$ cat config.mk
export PLATFORM = sky130hd
export DESIGN_NAME = mod_det_loader_flat
export DESIGN_NICKNAME = d
export VERILOG_FILES = /design/src/rtl/mod_det_loader_pkg.sv /design/src/rtl/mod_det_loader_if.sv /design/src/rtl/mod_det_loader_det_timeout_cnt.sv /design/src/rtl/mod_det_loader.sv /design/src/flat_wrapper.sv
export SDC_FILE = /design/constraint.sdc
export NUM_CORES = 1
export LEC_CHECK = 0
export CAP_MARGIN = 0
export CORE_ASPECT_RATIO = 2
export CORE_MARGIN = 4
export CORE_UTILIZATION = 51
export DETAILED_ROUTE_END_ITERATION = 10
export PLACE_DENSITY = 0.85
export SLEW_MARGIN = 25
export SYNTH_ARGS = -nofsm -noshare
export SYNTH_HDL_FRONTEND = slang
export SYNTH_SLANG_ARGS = --single-unit
$ cat constraint.sdc
create_clock -name clk -period 3.9 [get_ports clk]
set_input_delay 0.78 -clock clk [delete_from_list [all_inputs] [get_ports clk]]
set_output_delay 0.78 -clock clk [all_outputs]
set_load 0.05 [all_outputs]
$ cat src/rtl/mod_det_loader_pkg.sv
// Shared types and sizes for the determinant loader and its timeout counter.
// The default timeout budget lives here so that every user agrees on it.
package mod_det_pkg;
    localparam int ELEM_W             = 8;
    localparam int RES_W              = 16;
    localparam int N_ELEM             = 16;
    localparam int IDX_W              = 4;
    localparam int DEF_TIMEOUT_CYCLES = 255;

    typedef enum logic [1:0] {
        LOAD,
        START,
        WAIT,
        OUT
    } state_e;

    typedef logic [ELEM_W-1:0] elem_t;
    typedef logic [RES_W-1:0]  res_t;
endpackage

$ cat src/rtl/mod_det_loader_if.sv
// Element-in and result-out handshakes of the loader.
// The master side is the producer/consumer; the slave side is the loader.
interface mod_det_loader_if;
    import mod_det_pkg::*;

    elem_t in_data;
    logic  in_valid;
    logic  in_ready;
    res_t  res_data;
    logic  res_valid;
    logic  res_ready;
    logic  err;

    modport master (
        output in_data, in_valid, res_ready,
        input  in_ready, res_data, res_valid, err
    );

    modport slave (
        input  in_data, in_valid, res_ready,
        output in_ready, res_data, res_valid, err
    );
endinterface

$ cat src/rtl/mod_det_loader_det_timeout_cnt.sv
// Counts consecutive WAIT cycles; expired is high in the LIMIT-th one.
// Zero latency on expired; the count drops to zero whenever run is low.
module det_timeout_cnt #(
    parameter int LIMIT = mod_det_pkg::DEF_TIMEOUT_CYCLES
) (
    input  logic clk,
    input  logic rst_n,
    input  logic run,
    output logic expired
);
    localparam int CW = $clog2(LIMIT + 1);

    logic [CW-1:0] cnt_q, cnt_d;

    always_comb begin
        cnt_d = run ? cnt_q + CW'(1) : '0;
    end

    always_ff @(posedge clk or negedge rst_n) begin
        if (!rst_n) begin
            cnt_q <= '0;
        end else begin
            cnt_q <= cnt_d;
        end
    end

    assign expired = run && (cnt_q == CW'(LIMIT - 1));
endmodule

$ cat src/rtl/mod_det_loader.sv
// Loads 16 elements a..p, pulses start, waits for done and presents the result.
// Optional WAIT timeout is built when DET_TIMEOUT_EN is defined.
module mod_det_loader
    import mod_det_pkg::*;
#(
    parameter int TIMEOUT_CYCLES = DEF_TIMEOUT_CYCLES
) (
    input  logic              clk,
    input  logic              rst_n,
    input  logic              clear,
    mod_det_loader_if.slave   bus,
    output elem_t             a, b, c, d, e, f, g, h,
    output elem_t             i, j, k, l, m, n, o, p,
    output logic              start,
    input  logic              done,
    input  res_t              resultado
);
    state_e             state_q, state_d;
    logic [IDX_W-1:0]   idx_q, idx_d;
    elem_t              elem_q [N_ELEM];
    elem_t              elem_d [N_ELEM];
    res_t               res_q, res_d;
    logic               err_q, err_d;
    logic               start_q, start_d;
    logic               rv_q, rv_d;
    logic               expired;

`ifdef DET_TIMEOUT_EN
    det_timeout_cnt #(
        .LIMIT (TIMEOUT_CYCLES)
    ) u_timeout (
        .clk     (clk),
        .rst_n   (rst_n),
        .run     (state_q == WAIT),
        .expired (expired)
    );
`else
    // No timeout hardware: WAIT holds until done or clear.
    assign expired = (TIMEOUT_CYCLES < 0);
`endif

    always_comb begin
        state_d = state_q;
        idx_d   = idx_q;
        elem_d  = elem_q;
        res_d   = res_q;
        err_d   = err_q;
        rv_d    = rv_q;
        start_d = 1'b0;
        if (clear) begin
            state_d = LOAD;
            idx_d   = '0;
            rv_d    = 1'b0;
            err_d   = 1'b0;
        end else begin
            case (state_q)
                LOAD: begin
                    if (bus.in_valid) begin
                        elem_d[idx_q] = bus.in_data;
                        idx_d         = idx_q + IDX_W'(1);
                        if (idx_q == IDX_W'(N_ELEM - 1)) begin
                            state_d = START;
                            start_d = 1'b1;
                        end
                    end
                end
                START: state_d = WAIT;
                WAIT: begin
                    // done wins over a timeout landing in the same cycle
                    if (done) begin
                        res_d   = resultado;
                        err_d   = 1'b0;
                        rv_d    = 1'b1;
                        state_d = OUT;
                    end else if (expired) begin
                        res_d   = '0;
                        err_d   = 1'b1;
                        rv_d    = 1'b1;
                        state_d = OUT;
                    end
                end
                OUT: begin
                    if (bus.res_ready) begin
                        rv_d    = 1'b0;
                        state_d = LOAD;
                    end
                end
                default: state_d = LOAD;
            endcase
        end
    end

    always_ff @(posedge clk or negedge rst_n) begin
        if (!rst_n) begin
            state_q <= LOAD;
            idx_q   <= '0;
            res_q   <= '0;
            err_q   <= 1'b0;
            rv_q    <= 1'b0;
            start_q <= 1'b0;
            for (int x = 0; x < N_ELEM; x++) begin
                elem_q[x] <= '0;
            end
        end else begin
            state_q <= state_d;
            idx_q   <= idx_d;
            res_q   <= res_d;
            err_q   <= err_d;
            rv_q    <= rv_d;
            start_q <= start_d;
            elem_q  <= elem_d;
        end
    end

    assign bus.in_ready  = (state_q == LOAD);
    assign bus.res_data  = res_q;
    assign bus.res_valid = rv_q;
    assign bus.err       = err_q;
    assign start         = start_q;

    assign a = elem_q[0];   assign b = elem_q[1];
    assign c = elem_q[2];   assign d = elem_q[3];
    assign e = elem_q[4];   assign f = elem_q[5];
    assign g = elem_q[6];   assign h = elem_q[7];
    assign i = elem_q[8];   assign j = elem_q[9];
    assign k = elem_q[10];  assign l = elem_q[11];
    assign m = elem_q[12];  assign n = elem_q[13];
    assign o = elem_q[14];  assign p = elem_q[15];
endmodule

$ cat src/flat_wrapper.sv
// flat-port wrapper written by rule: the top's interface ports become plain ports
module mod_det_loader_flat import mod_det_pkg::*;
#(
    parameter int TIMEOUT_CYCLES = DEF_TIMEOUT_CYCLES
)
  (clk, rst_n, clear, a, b, c, d, e, f, g, h, i, j, k, l, m, n, o, p, start, done, resultado, bus_in_data, bus_in_valid, bus_res_ready, bus_in_ready, bus_res_data, bus_res_valid, bus_err);
  mod_det_loader_if bus_i ();
  input  logic clk;
  input  logic rst_n;
  input  logic clear;
  output elem_t a;
  output elem_t b;
  output elem_t c;
  output elem_t d;
  output elem_t e;
  output elem_t f;
  output elem_t g;
  output elem_t h;
  output elem_t i;
  output elem_t j;
  output elem_t k;
  output elem_t l;
  output elem_t m;
  output elem_t n;
  output elem_t o;
  output elem_t p;
  output logic start;
  input  logic done;
  input  res_t resultado;
  input wire logic [$bits(bus_i.in_data)-1:0] bus_in_data;
  input wire logic [$bits(bus_i.in_valid)-1:0] bus_in_valid;
  input wire logic [$bits(bus_i.res_ready)-1:0] bus_res_ready;
  output wire logic [$bits(bus_i.in_ready)-1:0] bus_in_ready;
  output wire logic [$bits(bus_i.res_data)-1:0] bus_res_data;
  output wire logic [$bits(bus_i.res_valid)-1:0] bus_res_valid;
  output wire logic [$bits(bus_i.err)-1:0] bus_err;
  assign bus_i.in_data = bus_in_data;
  assign bus_i.in_valid = bus_in_valid;
  assign bus_i.res_ready = bus_res_ready;
  assign bus_in_ready = bus_i.in_ready;
  assign bus_res_data = bus_i.res_data;
  assign bus_res_valid = bus_i.res_valid;
  assign bus_err = bus_i.err;
  mod_det_loader #(.TIMEOUT_CYCLES(TIMEOUT_CYCLES)) u_core (.clk(clk), .rst_n(rst_n), .clear(clear), .bus(bus_i), .a(a), .b(b), .c(c), .d(d), .e(e), .f(f), .g(g), .h(h), .i(i), .j(j), .k(k), .l(l), .m(m), .n(n), .o(o), .p(p), .start(start), .done(done), .resultado(resultado));
endmodule
==> impl_results.rst, run 1 <==
.. list-table::
   :header-rows: 1

   * - Metric
     - Value
   * - Critical Path, Cell by Cell
     - inv_1 > ha_1 > clkdlybuf4s50_1
   * - Power density normalized to cell area
     - 634 nW/um^2
   * - Number of core rows
     - 56
   * - Class of the worst hold path
     - primary input to asynchronous set/reset pin
   * - Starting density of the core
     - 52.2%
   * - CP peak stage delay
     - 0.95 ns
   * - Clock slew at reported path FFs
     - 0.07 ns
   * - Total setup violations reported at the end of the flow
     - 0
   * - Width of the chip
     - ~85 um
   * - Total Neg Setup Slack
     - 0 ns
   * - Max Freq
     - ~0.3 GHz
   * - Longest Clk Path Bufs
     - 2
   * - Source-to-sink clock delay at the later pin of the worst-skew pair
     - around 0.42 ns
   * - Number of buffers inserted during clock tree synthesis
     - 17
   * - Tightest slew margin relative to the limit
     - 45.7%
   * - Peak fanout along the critical path
     - 19
   * - Count of inserted antenna diode cells
     - 0
   * - Number of detailed-route iterations in the first pass
     - 4
   * - Worst setup slack for register-to-register paths
     - around 1.4 ns
   * - Arrival time reported for the critical path endpoint
     - roughly 2.6 ns
   * - Synthesized netlist cell count
     - ~390
   * - Final Net Count
     - 604
   * - Ratio of cells with drive above 1 in the final layout
     - 34.0%
   * - Startpoint of the worst-slack reg-to-reg timing path
     - u_core.state_q[0]$_DFFE_PN0P_
   * - Ranking of synthesized cells by area
     - sky130_fd_sc_hd__dfrtp_1, sky130_fd_sc_hd__mux2_2, sky130_fd_sc_hd__mux2_4, sky130_fd_sc_hd__ha_1, sky130_fd_sc_hd__nand3_2
   * - Category of cells accounting for the largest share of critical-path delay
     - buffers and inverters
   * - Worst reg2reg path depth
     - 5
   * - Global placer's final weighted congestion
     - approximately 0.85
   * - Via count of the first global-routing pass
     - approximately 4400
   * - Worst path slowest cell
     - sky130_fd_sc_hd__clkdlybuf4s50_1
   * - Maximum ir drop on the vdd rail
     - roughly 0.42 mV
   * - Placed cell area
     - between 7000 and 8000 sq um
   * - Post-synthesis register bit count
     - between 150 and 200
   * - Unrepaired setup endpoints after global routing
     - no
   * - Final worst-path cycle share
     - 85.6%
   * - Class of the most critical setup path
     - register to output port
   * - CTS Root Buffer Type
     - sky130_fd_sc_hd__clkbuf_16
   * - Vias
     - slightly below 4000
   * - Total routed wire length on the met1 layer
     - between 5000 and 6000 um
   * - Run status
     - completed
   * - Buffer count from post-CTS setup fixing
     - 0
   * - Setup crit start kind
     - register
   * - Count of nets left with antenna violations after detail routing
     - 0
   * - Post-synthesis to final-layout area growth
     - 40.0%
   * - Leak pwr
     - slightly below 0.004 uW
   * - Synthesized-area fraction occupied by ao, oa, aoi and oai cells
     - less than 1%
   * - Adder-cell share of the synthesized area
     - between 1.5 and 2%
   * - Top layer used by detailed routing
     - met4
   * - Hold WS
     - around 0.39 ns
   * - Tightest Pin Transition
     - 0.812 ns
   * - Final setup skew
     - 0.0119 ns
   * - Flip-flop count of the largest register, all copies and words added
     - 16
   * - Num Clock Sinks
     - roughly 150
   * - Combined global-route utilization of all metal layers
     - a little under a quarter
   * - Critical path depth in cells
     - 3
   * - Metal2 WL
     - around 8900 um
   * - Syn_nets
     - around 430
   * - WL final
     - 15700 um
   * - Die height
     - around 160 um
   * - Final std cell area, no fill
     - between 8000 and 9000 sq um
   * - Share of cell area taken by muxes after synthesis
     - a little over a quarter
   * - Cell Area, Synth
     - between 6000 and 7000 sq um
   * - Metal3 WL
     - about 780 um
   * - Routed wire per std cell
     - between 20 and 25 um
   * - Average cell area after synthesis
     - approximately 16 sq um
   * - Post-synthesis cell type count
     - 33
   * - Global route overflow
     - 0
   * - Reg2Reg Capture Point
     - u_core.h[6]$_DFFE_PN0P_
   * - # Max-Cap Violations
     - 0
   * - Final hold vios
     - 0
   * - Antenna violations before repair
     - 0
   * - First-pass GRT wire length
     - 24400 um
   * - Synth Warn #
     - 0
   * - Number of synthesized flops with an enable pin
     - 0
   * - Die area
     - roughly 14000 sq um
   * - Largest net degree at the start of global routing
     - 85
   * - Total of hold buffers inserted after clock tree synthesis
     - 0
   * - Share of the synthesized netlist area taken by xor and xnor gates
     - less than 1%
   * - H-tree levels
     - 4
   * - Kind of capture point of the worst setup path
     - output port
   * - Core region area
     - 11700 sq um
   * - Buffer and inverter count on the worst path
     - 2
   * - Launch point of the critical path
     - u_core.state_q[0]$_DFFE_PN0P_
   * - Fraction of synthesized cell area taken by the top area cell type
     - 62.3%
   * - Count of buffers inserted at the top-level ports
     - about 180
   * - Timing endpoint of the critical path
     - bus_in_ready
   * - Total half-perimeter wirelength after legalization and detailed placement
     - 11300 um
   * - Area share of and/or/nand/nor cells after synthesis
     - approximately 6%
   * - Data required time of the worst path
     - between 3 and 4 ns
   * - Top cell type by total area after synthesis
     - sky130_fd_sc_hd__dfrtp_1
   * - Number of max-slew violations in the final report
     - 0
   * - Cells resized by post-CTS repair
     - 0
   * - Initial DRC count
     - about 230
   * - Portion of the post-synthesis area used by sequential elements
     - between 60% and 70%
   * - Post-layout min period
     - about 3.3 ns
   * - Top flip-flop cell by instance count after synthesis
     - sky130_fd_sc_hd__dfrtp_1
   * - Fraction of registers with async set or reset after synthesis
     - between 90% and 100%
   * - I/O pins
     - roughly 180
   * - Largest family of logic cells by synthesized area
     - multiplexers
   * - Vias per std cell
     - around 5.4
   * - TritonCTS clock tree
     - yes
   * - Residual DRC
     - 0
==> where the power goes <==
part,total [uW],leakage (uW),switching (uW),internal (uW)
combinational,1850,0.00162,1190,653
sequential,1980,0.00206,155,1830
clock,1590,0.000287,712,880
==> synth_stat cells (all sizes together) (3+ instances only) <==
master,number
nor2,11
buf,10
ha,8
clkbuf,8
mux2,144
nor2b,4
nand3,9
nand2,6
dfrtp,152
nand4b,4
nand4,3
inv,6
==> routing by layer <==
layer  up-vias  GRT usage, %
li1       1725             -
met1      2027          24.6
met2       135          42.8
met3        36          5.87
met4         0          11.2
met5         -             0
==> how the worst min path moves through the flow <==
stage / startpoint / endpoint / slack [ns] / cells after the start
after floorplan: rst_n / u_core.a[0]$_DFFE_PN0P_ / 0.48 / 0
after global placement: u_core.a[0]$_DFFE_PN0P_ / u_core.a[0]$_DFFE_PN0P_ / 0.48 / 1
after detailed placement: u_core.a[0]$_DFFE_PN0P_ / u_core.a[0]$_DFFE_PN0P_ / 0.49 / 1
after CTS: rst_n / u_core.bus.res_data[7]$_DFFE_PN0P_ / 0.41 / 1
after global routing: rst_n / u_core.bus.res_data[8]$_DFFE_PN0P_ / 0.45 / 1
final: rst_n / u_core.bus.res_data[8]$_DFFE_PN0P_ / 0.39 / 1
==> per-stage QoR <==
step                      total power, uW  instances  utilization [%]  setup slack, ns
after floorplan                      3170        387                -             1.66
after global placement               3820        692             68.1            0.997
after detailed placement             3870        692             68.1            0.947
after CTS                            5460        724             73.1            0.541
after global routing                 5610        724             73.1            0.485
final                                5420        724             73.1            0.562
==> layout make-up <==
class	count	area, sq um
timing repair buffer	178	1780
sequential	152	3800
fill	732	3150
tap	145	181
clock buffer	19	453
multi-input combinational	211	2190
clock inverter	13	126
inverter	6	22.5
==> placed cells by master (no fill, tap or decap), types with 3 or more instances in the layout <==
master and count:
sky130_fd_sc_hd__ha_1 8, sky130_fd_sc_hd__dfrtp_1 152, sky130_fd_sc_hd__nand4b_1 4, sky130_fd_sc_hd__inv_1 6, sky130_fd_sc_hd__nor2_1 4, sky130_fd_sc_hd__nor2_2 7, sky130_fd_sc_hd__clkinv_4 3, sky130_fd_sc_hd__nor2b_1 4
sky130_fd_sc_hd__mux2_2 135, sky130_fd_sc_hd__nand3_1 3, sky130_fd_sc_hd__nand4_1 3, sky130_fd_sc_hd__nand2_1 6, sky130_fd_sc_hd__inv_6 7, sky130_fd_sc_hd__clkbuf_16 17, sky130_fd_sc_hd__nand3_2 6, sky130_fd_sc_hd__mux2_4 8
sky130_fd_sc_hd__clkdlybuf4s50_1 175
==> worst register-to-register path: stages, from the launching register on <==
cell and delay, ns:
sky130_fd_sc_hd__dfrtp_1 0.41, sky130_fd_sc_hd__inv_1 0.12, sky130_fd_sc_hd__ha_1 0.66, sky130_fd_sc_hd__nand4_1 0.30
sky130_fd_sc_hd__nor2_2 0.50, sky130_fd_sc_hd__mux2_2 0.40
==> logic make-up (layout without fill, tap and decap cells) <==
kind of cell / after synthesis / in the layout
adder cells (fa/ha/maj): 8 / 8
multiplexers: 145 / 145
buffers and inverters: 24 / 216
XOR/XNOR: 1 / 1
other: 1 / 1
flip-flops: 152 / 152
AO/OA/AOI/OAI: 8 / 8
AND/OR/NAND/NOR: 48 / 48
Power figures use the tool's default switching activity.
==> inputs of run 2 (changes only) <==
--- a/config.mk
+++ b/config.mk
@@ -11,7 +11,6 @@
 export CORE_UTILIZATION = 51
 export DETAILED_ROUTE_END_ITERATION = 10
 export PLACE_DENSITY = 0.85
-export SLEW_MARGIN = 25
 export SYNTH_ARGS = -nofsm -noshare
 export SYNTH_HDL_FRONTEND = slang
 export SYNTH_SLANG_ARGS = --single-unit
==> results of run 2 <==
Same layout as run 1: the final DEF is identical, and so are final timing and power.
==> inputs of run 3 (changes only) <==
--- a/config.mk
+++ b/config.mk
@@ -6,10 +6,12 @@
 export NUM_CORES = 1
 export LEC_CHECK = 0
 export CAP_MARGIN = 0
-export CORE_ASPECT_RATIO = 2
+export CORE_ASPECT_RATIO = 1.2
 export CORE_MARGIN = 4
 export CORE_UTILIZATION = 51
+export CTS_CLUSTER_DIAMETER = 120
 export DETAILED_ROUTE_END_ITERATION = 10
+export GPL_TIMING_DRIVEN = 0
 export PLACE_DENSITY = 0.85
 export SYNTH_ARGS = -nofsm -noshare
 export SYNTH_HDL_FRONTEND = slang
==> run 3 against run 2 <==
Effect of this change:
- via count is 1.5% higher
- clock skew is 0.0039 ns lower
- non-clock buffer count is 17 higher
- critical path type unchanged
- largest power group unchanged
==> impl_results.rst, run 3 (synthesis gave the netlist of run 1 again) <==
.. list-table::
   :header-rows: 1

   * - Metric
     - Value
   * - Number of core rows
     - 43 (was 56)
   * - Initial DRC count
     - 168 (was 231)
   * - Global placer's final weighted congestion
     - 0.794 (was 0.846)
   * - Unrepaired setup endpoints after global routing
     - no (unchanged)
   * - Total half-perimeter wirelength after legalization and detailed placement
     - 10700 um (was 11300 um)
   * - Die height
     - 128 um (was 163 um)
   * - Core region area
     - 11600 sq um (was 11700 sq um)
   * - Maximum ir drop on the vdd rail
     - 0.385 mV (was 0.422 mV)
   * - Count of inserted antenna diode cells
     - 0 (unchanged)
   * - Number of placed instances with taps included
     - 721 (was 692)
   * - Tightest Pin Transition
     - 0.851 ns (was 0.812 ns)
   * - Commonest non-fill, non-tap cell in the layout
     - sky130_fd_sc_hd__clkdlybuf4s50_1 (unchanged)
   * - Post-layout min period
     - 2.73 ns (was 3.34 ns)
   * - Leak pwr
     - 0.00406 uW (was 0.00397 uW)
   * - Final setup skew
     - 0.00798 ns (was 0.0119 ns)
   * - Cells resized by post-CTS repair
     - 0 (unchanged)
   * - Count of nets left with antenna violations after detail routing
     - 0 (unchanged)
   * - Combined global-route utilization of all metal layers
     - 23.0% (was 23.4%)
   * - First-pass GRT wire length
     - 24000 um (was 24400 um)
   * - Run status
     - completed (unchanged)
   * - Buffer count from post-CTS setup fixing
     - 0 (unchanged)
   * - Num Clock Sinks
     - 152 (unchanged)
   * - Longest Clk Path Bufs
     - 2 (unchanged)
   * - Total of hold buffers inserted after clock tree synthesis
     - 0 (unchanged)
   * - Count of buffers inserted at the top-level ports
     - 176 (unchanged)
   * - Die area
     - 13800 sq um (was 13900 sq um)
   * - Arrival time reported for the critical path endpoint
     - 1.95 ns (was 2.56 ns)
   * - Clock slew at reported path FFs
     - 0.06 ns (was 0.07 ns)
   * - Most frequent cells in the layout
     - sky130_fd_sc_hd__clkdlybuf4s50_1, sky130_fd_sc_hd__dfrtp_1, sky130_fd_sc_hd__mux2_2 (unchanged)
   * - Vias per std cell
     - 5.30 (was 5.42)
   * - Number of max-slew violations in the final report
     - 0 (unchanged)
   * - Final Net Count
     - 621 (was 604)
   * - Largest net degree at the start of global routing
     - 107 (was 85)
   * - Post-synthesis to final-layout area growth
     - 43.3% (was 40.0%)
   * - Ratio of cells with drive above 1 in the final layout
     - 33.9% (was 34.0%)
   * - I/O pins
     - 178 (unchanged)
   * - Power density normalized to cell area
     - 647 nW/um^2 (was 634 nW/um^2)
   * - Total Neg Setup Slack
     - 0 ns (unchanged)
   * - Final worst-path cycle share
     - 70.1% (was 85.6%)
   * - Number of detailed-route iterations in the first pass
     - 4 (unchanged)
   * - CTS Root Buffer Type
     - sky130_fd_sc_hd__clkbuf_16 (unchanged)
   * - Vias
     - 3982 (was 3923)
   * - Total setup violations reported at the end of the flow
     - 0 (unchanged)
   * - Starting density of the core
     - 52.6% (was 52.2%)
   * - Count of fill cells added during filler insertion
     - 730 (was 732)
   * - Setup crit start kind
     - register (unchanged)
   * - Final Util
     - 75.3% (was 73.1%)
   * - Class of the worst hold path
     - primary input to asynchronous set/reset pin (unchanged)
   * - Peak fanout along the critical path
     - 4 (was 19)
   * - # Max-Cap Violations
     - 0 (unchanged)
   * - Final hold vios
     - 0 (unchanged)
   * - Tightest slew margin relative to the limit
     - 43.0% (was 45.7%)
   * - WL final
     - 15100 um (was 15700 um)
   * - Source-to-sink clock delay at the later pin of the worst-skew pair
     - 0.42 ns (about the same)
   * - Flip-flop count of the largest register, all copies and words added
     - 16 (unchanged)
   * - Routed wire per std cell
     - 20.1 um (was 21.7 um)
   * - Class of the most critical setup path
     - register to output port (unchanged)
   * - Kind of capture point of the worst setup path
     - output port (unchanged)
   * - Non-filler cells, final
     - 752 (was 724)
   * - Width of the chip
     - 108 um (was 85.4 um)
   * - Residual DRC
     - 0 (unchanged)
   * - Via count of the first global-routing pass
     - 4448 (was 4368)
   * - Data required time of the worst path
     - 3.12 ns (about the same)
   * - Number of buffers inserted during clock tree synthesis
     - 17 (unchanged)
   * - H-tree levels
     - 4 (unchanged)
   * - Antenna violations before repair
     - 0 (unchanged)
   * - Global route overflow
     - 0 (unchanged)
   * - TritonCTS clock tree
     - yes (unchanged)
   * - Max Freq
     - 0.366 GHz (was 0.300 GHz)
==> run 3: cell types whose count changed in the layout (fill, tap and decap cells not counted) <==
cell	before	now
sky130_fd_sc_hd__clkbuf_1	0	11
sky130_fd_sc_hd__buf_2	0	7
sky130_fd_sc_hd__inv_6	7	0
sky130_fd_sc_hd__bufinv_16	0	6
sky130_fd_sc_hd__clkinv_2	0	3
sky130_fd_sc_hd__clkinv_4	3	0
sky130_fd_sc_hd__buf_6	1	3
sky130_fd_sc_hd__inv_8	2	0
sky130_fd_sc_hd__buf_16	0	1
sky130_fd_sc_hd__buf_4	2	1
sky130_fd_sc_hd__clkinv_8	1	0
==> run 3: critical path, stage by stage (launching register included) <==
cell and delay [ns]:
sky130_fd_sc_hd__dfrtp_1 0.42, sky130_fd_sc_hd__inv_1 0.12, sky130_fd_sc_hd__ha_1 0.18, sky130_fd_sc_hd__clkdlybuf4s50_1 0.81
==> run 3: routing by layer <==
layer,GRT usage (%),up-vias,routed length (um)
met4,7.80,0,258
met5,0,-,0
li1,-,1759,-
met3,7.15,21,960
met1,26.6,2065,5860
met2,40.2,137,8030
==> run 3: worst paths after layout <==
path / from / end / slack [ns] / depth (start not counted)
max in group asynchronous: rst_n / u_core.j[0]$_DFFE_PN0P_ / 2.75 / 2
setup reg to reg: u_core.state_q[0]$_DFFE_PN0P_ / u_core.o[5]$_DFFE_PN0P_ / 1.61 / 6
hold reg to reg: u_core.g[1]$_DFFE_PN0P_ / u_core.g[1]$_DFFE_PN0P_ / 0.50 / 1
hold / removal: rst_n / u_core.d[4]$_DFFE_PN0P_ / 0.29 / 1
setup / recovery: u_core.state_q[0]$_DFFE_PN0P_ / bus_in_ready / 1.17 / 3
min in group clk: u_core.g[1]$_DFFE_PN0P_ / u_core.g[1]$_DFFE_PN0P_ / 0.50 / 1
==> run 3: final cells by class <==
| class | count | area, sq um | share of cell area (%) |
|---|---|---|---|
| inverters | 6 | 22.5 | 0.257 |
| plain buffers | 18 | 95.1 | 1.09 |
| clock buffers | 22 | 464 | 5.30 |
| well taps | 157 | 196 | 2.24 |
| repair buffers | 177 | 1790 | 20.5 |
| clock inverters | 9 | 195 | 2.23 |
| multi-input cells | 211 | 2190 | 25.0 |
| flip-flops and latches | 152 | 3800 | 43.5 |
==> run 3: report_power, final <==
part,leakage [uW],switching [uW],internal [uW],total (uW)
registers,0.00206,145,1830,1980
logic,0.00168,1190,661,1850
clock network,0.000324,604,1230,1830
==> run 3: metrics by stage <==
| step | setup slack [ns] | power, uW | hold slack (ns) | cell area (sq um) |
|---|---|---|---|---|
| floorplan | 1.66 | 3170 | 0.484 | 6110 |
| global placement | -3.71 | 3810 | 0.477 | 8070 |
| detailed placement | 1.11 | 3870 | 0.493 | 8090 |
| CTS | 1.16 | 5700 | 0.296 | 8750 |
| global route | 1.12 | 5850 | 0.313 | 8750 |
| finish | 1.17 | 5660 | 0.290 | 8750 |
